`config.mk`:
```
export PLATFORM = sky130hd
export DESIGN_NAME = udp_send_arbiter
export DESIGN_NICKNAME = d
export VERILOG_FILES = /design/src/rtl/udp_send_arbiter.sv
export SDC_FILE = /design/constraint.sdc
export NUM_CORES = 1
export LEC_CHECK = 0
export CORE_ASPECT_RATIO = 0.9
export CORE_UTILIZATION = 35
export CTS_BUF_LIST = sky130_fd_sc_hd__clkbuf_4 sky130_fd_sc_hd__clkbuf_8
export DETAILED_ROUTE_END_ITERATION = 16
export PLACE_DENSITY = 0.73
export SYNTH_ARGS = -nofsm -noshare
export SYNTH_HDL_FRONTEND = slang
export SYNTH_SLANG_ARGS = --single-unit
```
`constraint.sdc`:
```
create_clock -name clk -period 1.46 [get_ports clk]
set_input_delay 0.146 -clock clk [delete_from_list [all_inputs] [get_ports clk]]
set_output_delay 0.146 -clock clk [all_outputs]
set_load 0.1 [all_outputs]
```
`src/rtl/udp_send_arbiter.sv`:
```
// udp_send_arbiter: round-robin share of one UPL UDP send port between two packet sources.
// Optional XFER stall timeout with timeout_err output when UDP_SEND_ARBITER_TIMEOUT_EN is defined.
module udp_send_arbiter #(
  parameter int TIMEOUT_CYCLES = 1024,
  parameter int DATA_W = 32
) (
  input  logic              clk,
  input  logic              reset,
  input  logic              UPLin0_Request,
  output logic              UPLin0_Ack,
  input  logic              UPLin0_Enable,
  input  logic [DATA_W-1:0] UPLin0_Data,
  input  logic              UPLin1_Request,
  output logic              UPLin1_Ack,
  input  logic              UPLin1_Enable,
  input  logic [DATA_W-1:0] UPLin1_Data,
  output logic              UPLout_Request,
  input  logic              UPLout_Ack,
  output logic              UPLout_Enable,
  output logic [DATA_W-1:0] UPLout_Data,
`ifdef UDP_SEND_ARBITER_TIMEOUT_EN
  output logic              timeout_err,
`endif
  output logic              grant,
  output logic              busy
);
  typedef enum logic [1:0] {IDLE, REQ, XFER} state_t;
  state_t state_q, state_d;
  logic grant_q, grant_d, last_q, last_d, seen_q, seen_d;
  logic req_q, req_d, ack0_q, ack0_d, ack1_q, ack1_d, en_q, en_d, busy_q, busy_d;
  logic [DATA_W-1:0] data_q, data_d;
  logic sel_en;
  logic [DATA_W-1:0] sel_data;
`ifdef UDP_SEND_ARBITER_TIMEOUT_EN
  logic [15:0] cnt_q, cnt_d;
  logic tout_q, tout_d;
`endif
  assign sel_en   = grant_q ? UPLin1_Enable : UPLin0_Enable;
  assign sel_data = grant_q ? UPLin1_Data : UPLin0_Data;
  always_comb begin
    state_d = state_q;
    grant_d = grant_q;
    last_d  = last_q;
    seen_d  = seen_q;
    req_d   = 1'b0;
    ack0_d  = 1'b0;
    ack1_d  = 1'b0;
    en_d    = 1'b0;
    data_d  = data_q;
    case (state_q)
      IDLE: if (UPLin0_Request || UPLin1_Request) begin
        grant_d = (UPLin0_Request && UPLin1_Request) ? ~last_q : UPLin1_Request;
        req_d   = 1'b1;
        state_d = REQ;
      end
      REQ: if (UPLout_Ack) begin
        ack0_d  = ~grant_q;
        ack1_d  = grant_q;
        seen_d  = 1'b0;
        state_d = XFER;
      end else req_d = 1'b1;
      XFER: begin
        en_d = sel_en;
        if (sel_en) begin
          data_d = sel_data;
          seen_d = 1'b1;
        end
        // idle cycles before the first word are a legal wait, not a packet end
        if (seen_q && !sel_en) begin
          state_d = IDLE;
          last_d  = grant_q;
        end
      end
      default: state_d = IDLE;
    endcase
`ifdef UDP_SEND_ARBITER_TIMEOUT_EN
    cnt_d  = (state_q == XFER && !sel_en) ? cnt_q + 16'd1 : 16'd0;
    tout_d = 1'b0;
    if (state_q == XFER && !sel_en && cnt_q == 16'(TIMEOUT_CYCLES - 1)) begin
      en_d    = 1'b0;
      state_d = IDLE;
      last_d  = grant_q;
      tout_d  = 1'b1;
    end
`endif
    busy_d = state_d != IDLE;
  end
  always_ff @(posedge clk or posedge reset) begin
    if (reset) begin
      state_q <= IDLE;
      grant_q <= 1'b0;
      last_q  <= 1'b1;
      seen_q  <= 1'b0;
      req_q   <= 1'b0;
      ack0_q  <= 1'b0;
      ack1_q  <= 1'b0;
      en_q    <= 1'b0;
      data_q  <= '0;
      busy_q  <= 1'b0;
    end else begin
      state_q <= state_d;
      grant_q <= grant_d;
      last_q  <= last_d;
      seen_q  <= seen_d;
      req_q   <= req_d;
      ack0_q  <= ack0_d;
      ack1_q  <= ack1_d;
      en_q    <= en_d;
      data_q  <= data_d;
      busy_q  <= busy_d;
    end
  end
`ifdef UDP_SEND_ARBITER_TIMEOUT_EN
  always_ff @(posedge clk or posedge reset) begin
    if (reset) begin
      cnt_q  <= '0;
      tout_q <= 1'b0;
    end else begin
      cnt_q  <= cnt_d;
      tout_q <= tout_d;
    end
  end
  assign timeout_err = tout_q;
`endif
  assign UPLout_Request = req_q;
  assign UPLout_Enable  = en_q;
  assign UPLout_Data    = data_q;
  assign UPLin0_Ack     = ack0_q;
  assign UPLin1_Ack     = ack1_q;
  assign grant          = grant_q;
  assign busy           = busy_q;
endmodule

```
==> results of run 1 <==
[cells in the mapped netlist (all sizes together)]
library cell and instances:
a211oi 2, inv 2, nand2b 1, o22ai 1
nand4b 1, mux2 65, clkbuf 1, nor2 4
and2 1, buf 6, o21ai 1, mux2i 1
nor3 1, dfrtp 41, nand3b 1, nand2 2
a32o 1, a21o 1, dfstp 1
[worst min path at each step]
| stage | startpoint | endpoint | slack, ns |
|---|---|---|---|
| 3_3_place_gp | seen_q$_DFFE_PP0P_ | seen_q$_DFFE_PP0P_ | 0.50 |
| 4_1_cts | reset | UPLout_Data[0]$_DFFE_PP0P_ | 0.19 |
| 5_1_grt | reset | UPLout_Data[18]$_DFFE_PP0P_ | 0.23 |
| 6_report | reset | UPLout_Data[18]$_DFFE_PP0P_ | 0.18 |
| 2_1_floorplan | UPLout_Ack | UPLout_Request$_DFF_PP0_ | 0.24 |
| 3_5_place_dp | reset | UPLout_Data[16]$_DFFE_PP0P_ | 0.51 |
[flip-flops by register name (all words and copies together) (netlist names)]
name,flops
busy,1
UPLout_Data,32
UPLout_Enable,1
grant,1
UPLout_Request,1
UPLin1_Ack,1
seen_q,1
state_q,2
UPLin0_Ack,1
last_q,1
[layout make-up]
| type | instances | area [sq um] |
|---|---|---|
| sequential | 42 | 1060 |
| multi-input combinational | 83 | 991 |
| tap | 70 | 87.6 |
| clock buffer | 6 | 76.3 |
| clock inverter | 2 | 10.0 |
| timing repair buffer | 119 | 1610 |
| inverter | 2 | 7.51 |
| fill | 416 | 1890 |
[cell families after synthesis]
| group | synth area share (%) |
|---|---|
| mux | 40.8 |
| buf+inv | 3.68 |
| flops | 50.0 |
| simple gates | 3.45 |
| compound gates | 2.08 |
[per-layer routing]
| layer | vias up | global-route usage, % | wire (um) |
|---|---|---|---|
| li1 | 723 | - | - |
| met1 | 737 | 21.3 | 2090 |
| met2 | 49 | 32.1 | 2650 |
| met3 | 3 | 4.55 | 297 |
| met4 | 0 | 3.39 | 36 |
| met5 | - | 0 | 0 |
[worst max-delay path, stage by stage (launching register included)]
cell and delay [ns]:
dfrtp_4 0.51, mux2i_4 0.22, nor2_8 0.17, buf_12 0.18, mux2_4 0.31
[stage by stage]
stage	TNS, ns	utilization, %	cell area [sq um]	hold slack (ns)	instances
3_3_place_gp	-2.03	65.1	3730	0.499	315
5_1_grt	-2.58	67.0	3840	0.232	324
6_report	-1.04	67.0	3840	0.183	324
2_1_floorplan	-9.02	-	2110	0.245	134
4_1_cts	-1.32	66.8	3830	0.188	323
3_5_place_dp	-2.77	65.1	3730	0.509	315
[what timing repair did]
action | in CTS | in global routing
gates resized for setup | 4 | 1
buffers inserted | 0 | 1
endpoints found under the hold margin | 0 | 0
setup endpoints to repair | 32 | 32
cloned | 0 | 0
==> impl_metrics.ini, run 1 <==
[setup_path]
path_class = flop to flop
r2r_end = UPLout_Data[11]$_DFFE_PP0P_
cp-start-kind = flop
crit_start = grant$_DFFE_PP0P_
r2r_setup_slack_ns = -0.06
reg2reg_from = grant$_DFFE_PP0P_
rr_worst_depth = 4
critPathArrivalTime_ns = 1.69
crit_required_ns = 1.63
endpoint_kind = flop
crit_end = UPLout_Data[11]$_DFFE_PP0P_
path_max_fanout = 12

[sta]
report.final.slew_viol_count = 0
fin_crit_ns = 1.52
setup_viol = 29
rsz0062_at_grt = yes
timing.fmax_mhz = 657
tightest_slew_ns = 0.395
fin_ws_ns = -0.0616
slew_headroom_pct = 73.5
clock_skew_ns = 0.00955
hold_viol = 0
period_share_pct = 104

[clock_network]
cts_buffers = 5
cts_tree = yes
ctsHoldBuffers = 0
cts_root_buf = clkbuf_8
htreeDepth = 2
clock_latency_ns = 0.29
cts_buffer_depth = 2
clk_pin_slew_ns = 0.08
clock-sinks = 42

[place]
hpwl_um = 3960
gp_congestion = 0.769
port_buffers = 108
pre_cts_ws_ns = -0.104

[global_routing]
grt_max_degree = 43
antenna_found_initial = 0
grt_first_pass_wirelength_um = 8460
overflow = 0
grt_pass1_vias = 1623
grtUsageTotal_pct = 17.5

[synthesis]
yosysSeqAreaShare_pct = 50.0
synth_area_sq_um = 2110
syn_inst = 134
synthDistinctLibCells = 23
yosysTopAreaCell = dfrtp_1
synth_area_leaders = dfrtp_1, mux2_4, mux2_2
yosysWarnings = 0
synth-seq-cells = 42
syn-num-nets = 205
avgSynthCellArea_sq_um = 15.7
synth_top_cell_area_share_pct = 48.7

[run]
cap_violations = 0

[min_path]
hold_class = input pin to asynchronous set/reset pin

[run_status]
status = finished with violations
violations = setup timing

[floorplan]
dieHeight_um = 75.6
placement_rows = 26
dieArea_sq_um = 6330
die_w_um = 83.8
io_pins = 109
coreArea_sq_um = 5730
initial_core_util_pct = 36.8

[route]
drt-total-wl_um = 5070
drtIter0Drc = 33
routedWlPerCell_um = 15.7
via_per_inst = 4.67
drc = 0
first_pass_iters = 4
vias = 1512
ant_nets = 0

[cells_and_area]
drive_above_1_share_pct = 49.6
diodes = 0
final_cell_mix = clkdlybuf4s50_1, buf_12, dfrtp_1
fin_nets = 324
final_common_cell = clkdlybuf4s50_1
syn_to_final_growth_pct = 82.3
Power of run 1 is not shown: default switching activity piles up to over one toggle a cycle in this logic, so the estimate is an artifact.
==> run 2: changes to the inputs <==
RECOVER_POWER = 50   (was not set)
==> run 2 against run 1 <==
Effect of this change:
- the flow still finishes with violations (setup timing)
- non-clock buffer count unchanged
- global-route usage unchanged
- critical path depth unchanged
- core utilization decreased by 0.59 points
- sequential share of layout area increased by 0.24 points
- cell count unchanged
- count of clock-buffer cells in the layout unchanged
==> impl_metrics.ini, run 2 (synthesized netlist as in run 1, its figures left out) <==
[setup_path]
path_max_fanout = 12
r2r_end = UPLout_Data[11]$_DFFE_PP0P_
reg2reg_from = grant$_DFFE_PP0P_
cp-start-kind = flop
rr_worst_depth = 4
path_class = flop to flop
r2r_setup_slack_ns = -0.06
crit_end = UPLout_Data[11]$_DFFE_PP0P_
crit_start = grant$_DFFE_PP0P_
endpoint_kind = flop
crit_required_ns = 1.63
critPathArrivalTime_ns = 1.69

[clock_network]
ctsHoldBuffers = 0
clock_latency_ns = 0.29
clock-sinks = 42
cts_root_buf = clkbuf_8
cts_tree = yes
clk_pin_slew_ns = 0.08
cts_buffers = 5
htreeDepth = 2
cts_buffer_depth = 2

[cells_and_area]
final_common_cell = clkdlybuf4s50_1
fill_cells = 421
final_cell_mix = clkdlybuf4s50_1, buf_12, dfrtp_1
seqCellArea_sq_um = 1060
drive_above_1_share_pct = 49.2
fin_nets = 324
largest_reg_flops = 32
diodes = 0
multi_input_area_sq_um = 991
syn_to_final_growth_pct = 80.7
layout.cells.non_filler = 324
final_util_pct = 66.5

[sta]
fin_crit_ns = 1.52
tightest_slew_ns = 1.03
report.final.slew_viol_count = 0
fin_ws_ns = -0.0600
period_share_pct = 104
slew_headroom_pct = 31.1
hold_ws_ns = 0.480
tns_ns = -1.01
clock_skew_ns = 0.0103
rsz0062_at_grt = yes
timing.fmax_mhz = 658
hold_viol = 0
setup_viol = 29

[floorplan]
initial_core_util_pct = 36.8
dieArea_sq_um = 6330
dieHeight_um = 75.6
die_w_um = 83.8
placement_rows = 26
coreArea_sq_um = 5730
io_pins = 109

[global_routing]
antenna_found_initial = 0
overflow = 0
grt_max_degree = 43
grtUsageTotal_pct = 17.5
grt_pass1_vias = 1623
grt_first_pass_wirelength_um = 8460

[route]
drtIter0Drc = 22
via_per_inst = 4.68
drt-total-wl_um = 5070
drc = 0
ant_nets = 0
first_pass_iters = 4
vias = 1516
routedWlPerCell_um = 15.7

[place]
place_inst = 315
port_buffers = 108
hpwl_um = 3960
gp_congestion = 0.769

[run]
cap_violations = 0

[min_path]
hold_class = input pin to asynchronous set/reset pin

[run_status]
status = finished with violations
violations = setup timing
[run 2: cell types whose count changed in the layout (fill, tap and decap cells not counted), sizes merged]
cell / change
buf: -3
clkbuf: +3
[run 2: worst min path at each step]
| stage | startpoint | endpoint | cells after the start |
|---|---|---|---|
| final | reset | UPLout_Data[18]$_DFFE_PP0P_ | 3 |
| after global routing | UPLout_Ack | UPLout_Request$_DFF_PP0_ | 2 |
| after CTS | reset | UPLout_Data[0]$_DFFE_PP0P_ | 3 |
| after detailed placement | reset | UPLout_Data[16]$_DFFE_PP0P_ | 3 |
| after global placement | seen_q$_DFFE_PP0P_ | seen_q$_DFFE_PP0P_ | 1 |
| after floorplan | UPLout_Ack | UPLout_Request$_DFF_PP0_ | 1 |
[run 2: worst max-delay path, stage by stage, from the launching register on]
cell,delay (ns)
dfrtp_4,0.51
mux2i_4,0.22
nor2_8,0.17
buf_12,0.18
mux2_4,0.31
[run 2: repair_timing]
| action | CTS | global route |
|---|---|---|
| endpoints found under the setup margin | 32 | 32 |
| setup buffers | 0 | 1 |
| gates resized for setup | 4 | 1 |
[run 2: final cells by class]
type,instances,share of cell area (%)
timing repair buffer,119,41.4
tap,70,2.30
clock inverter,2,0.263
multi-input combinational,83,26.0
sequential,42,27.8
clock buffer,6,2.01
inverter,2,0.197
[run 2: stage by stage]
stage / setup WS, ns / cell area, sq um
2_1_floorplan: -0.292 / 2110
3_3_place_gp: -0.0743 / 3730
3_5_place_dp: -0.104 / 3730
4_1_cts: -0.0680 / 3830
5_1_grt: -0.109 / 3800
6_report: -0.0600 / 3800
[run 2: metal layers]
metal / routed length, um / part of all wire, % / track usage [%]
met2: 2660 / 53 / 32.1
met4: 36 / 0.71 / 3.39
met3: 292 / 5.8 / 4.55
met5: 0 / 0 / 0
met1: 2080 / 41 / 21.3
Power of run 2 is left out for the same reason.
==> run 3: changes to the inputs <==
RECOVER_POWER = 25   (was 50)
==> run 3 against run 2 <==
Effect of this change:
- maximum frequency about the same
- worst hold slack worse by 0.0071 ns
- register-to-register slack is essentially flat
- die area unchanged
- core utilization rose by 0.33 points
- via count unchanged
- sequential cell count stayed put
- cell area increased by 0.49%
- critical path depth unchanged
- global-route usage did not move
- the flow still finishes with violations (setup timing)
- critical path type unchanged
- worst setup slack hardly changed
==> impl_metrics.ini, run 3 (synthesized netlist as in run 1, its figures left out) <==
[cells_and_area]
diodes = 0
drive_above_1_share_pct = 49.6
final_cell_mix = clkdlybuf4s50_1, buf_12, dfrtp_1
seqCellArea_sq_um = 1060
syn_to_final_growth_pct = 81.6
largest_reg_flops = 32
fill_cells = 417
final_common_cell = clkdlybuf4s50_1
multi_input_area_sq_um = 991
fin_nets = 324

[setup_path]
path_max_fanout = 12
crit_required_ns = 1.63
critPathArrivalTime_ns = 1.69
endpoint_kind = flop
cp-start-kind = flop
r2r_setup_slack_ns = -0.06
r2r_end = UPLout_Data[11]$_DFFE_PP0P_
crit_start = grant$_DFFE_PP0P_
rr_worst_depth = 4
reg2reg_from = grant$_DFFE_PP0P_
path_class = flop to flop

[clock_network]
clock-sinks = 42
cts_tree = yes
clk_pin_slew_ns = 0.08
cts_root_buf = clkbuf_8
cts_buffer_depth = 2
clock_latency_ns = 0.29
ctsHoldBuffers = 0
cts_buffers = 5
htreeDepth = 2

[route]
via_per_inst = 4.68
ant_nets = 0
vias = 1516
routedWlPerCell_um = 15.6
first_pass_iters = 4
drtIter0Drc = 24
drt-total-wl_um = 5060
drc = 0

[place]
port_buffers = 108
hpwl_um = 3960
pre_cts_ws_ns = -0.104
gp_congestion = 0.769

[sta]
slew_headroom_pct = 32.5
report.final.slew_viol_count = 0
clock_skew_ns = 0.0104
period_share_pct = 104
rsz0062_at_grt = yes
setup_viol = 29
tightest_slew_ns = 1.01
fin_ws_ns = -0.0601
fin_crit_ns = 1.52
timing.fmax_mhz = 658
hold_viol = 0

[run_status]
status = finished with violations
violations = setup timing

[global_routing]
grt_pass1_vias = 1623
grt_max_degree = 43
grt_first_pass_wirelength_um = 8460
overflow = 0
grtUsageTotal_pct = 17.5
antenna_found_initial = 0

[floorplan]
die_w_um = 83.8
initial_core_util_pct = 36.8
coreArea_sq_um = 5730
placement_rows = 26
dieHeight_um = 75.6
dieArea_sq_um = 6330
io_pins = 109

[run]
cap_violations = 0

[min_path]
hold_class = input pin to asynchronous set/reset pin
-- run 3: cell count changes in the layout (fill, tap and decap cells not counted) --
cell	delta
buf_4	+1
buf_12	+1
clkbuf_2	-1
clkbuf_1	-1
-- run 3: layer usage --
metal	vias up	global-route usage [%]	part of all wire, %
met5	-	0	0
met4	0	3.39	0.71
met3	3	4.55	5.8
met2	46	32.1	53
met1	746	21.3	41
li1	721	-	-
-- run 3: per-stage QoR --
| stage | setup TNS (ns) | cells | area (sq um) | utilization (%) | hold slack (ns) |
|---|---|---|---|---|---|
| floorplan | -9.02 | 134 | 2110 | - | 0.245 |
| global placement | -2.03 | 315 | 3730 | 65.1 | 0.499 |
| detailed placement | -2.77 | 315 | 3730 | 65.1 | 0.509 |
| CTS | -1.32 | 323 | 3830 | 66.8 | 0.188 |
| global route | -2.64 | 324 | 3820 | 66.8 | 0.507 |
| finish | -1.02 | 324 | 3820 | 66.8 | 0.473 |
-- run 3: area by class of cell --
type,instances,share of cell area [%]
repair buffers,119,41.7
flip-flops and latches,42,27.6
multi-input cells,83,25.9
well taps,70,2.29
clock buffers,6,2.00
clock inverters,2,0.262
inverters,2,0.196
-- run 3: worst max-delay path, cell delays in order, from the launching register on --
cell and delay (ns):
dfrtp_4 0.51, mux2i_4 0.22, nor2_8 0.17, buf_12 0.18, mux2_4 0.31
-- run 3: what timing repair did --
item                                   in CTS  in global routing
gates resized for setup                     4                  1
cloned                                      0                  0
endpoints found under the hold margin       0                  0
pin swaps                                   0                  0
buffers inserted                            0                  1
setup endpoints to repair                  32                 32
-- run 3: worst max path at each step --
stage,end,slack (ns),cells after the start
floorplan,UPLout_Data[0]$_DFFE_PP0P_,-0.29,5
global placement,UPLout_Data[12]$_DFFE_PP0P_,-0.07,5
detailed placement,UPLout_Data[11]$_DFFE_PP0P_,-0.10,5
CTS,UPLout_Data[11]$_DFFE_PP0P_,-0.07,4
global route,UPLout_Data[26]$_DFFE_PP0P_,-0.11,4
finish,UPLout_Data[11]$_DFFE_PP0P_,-0.06,4
Power of run 3 is left out for the same reason.
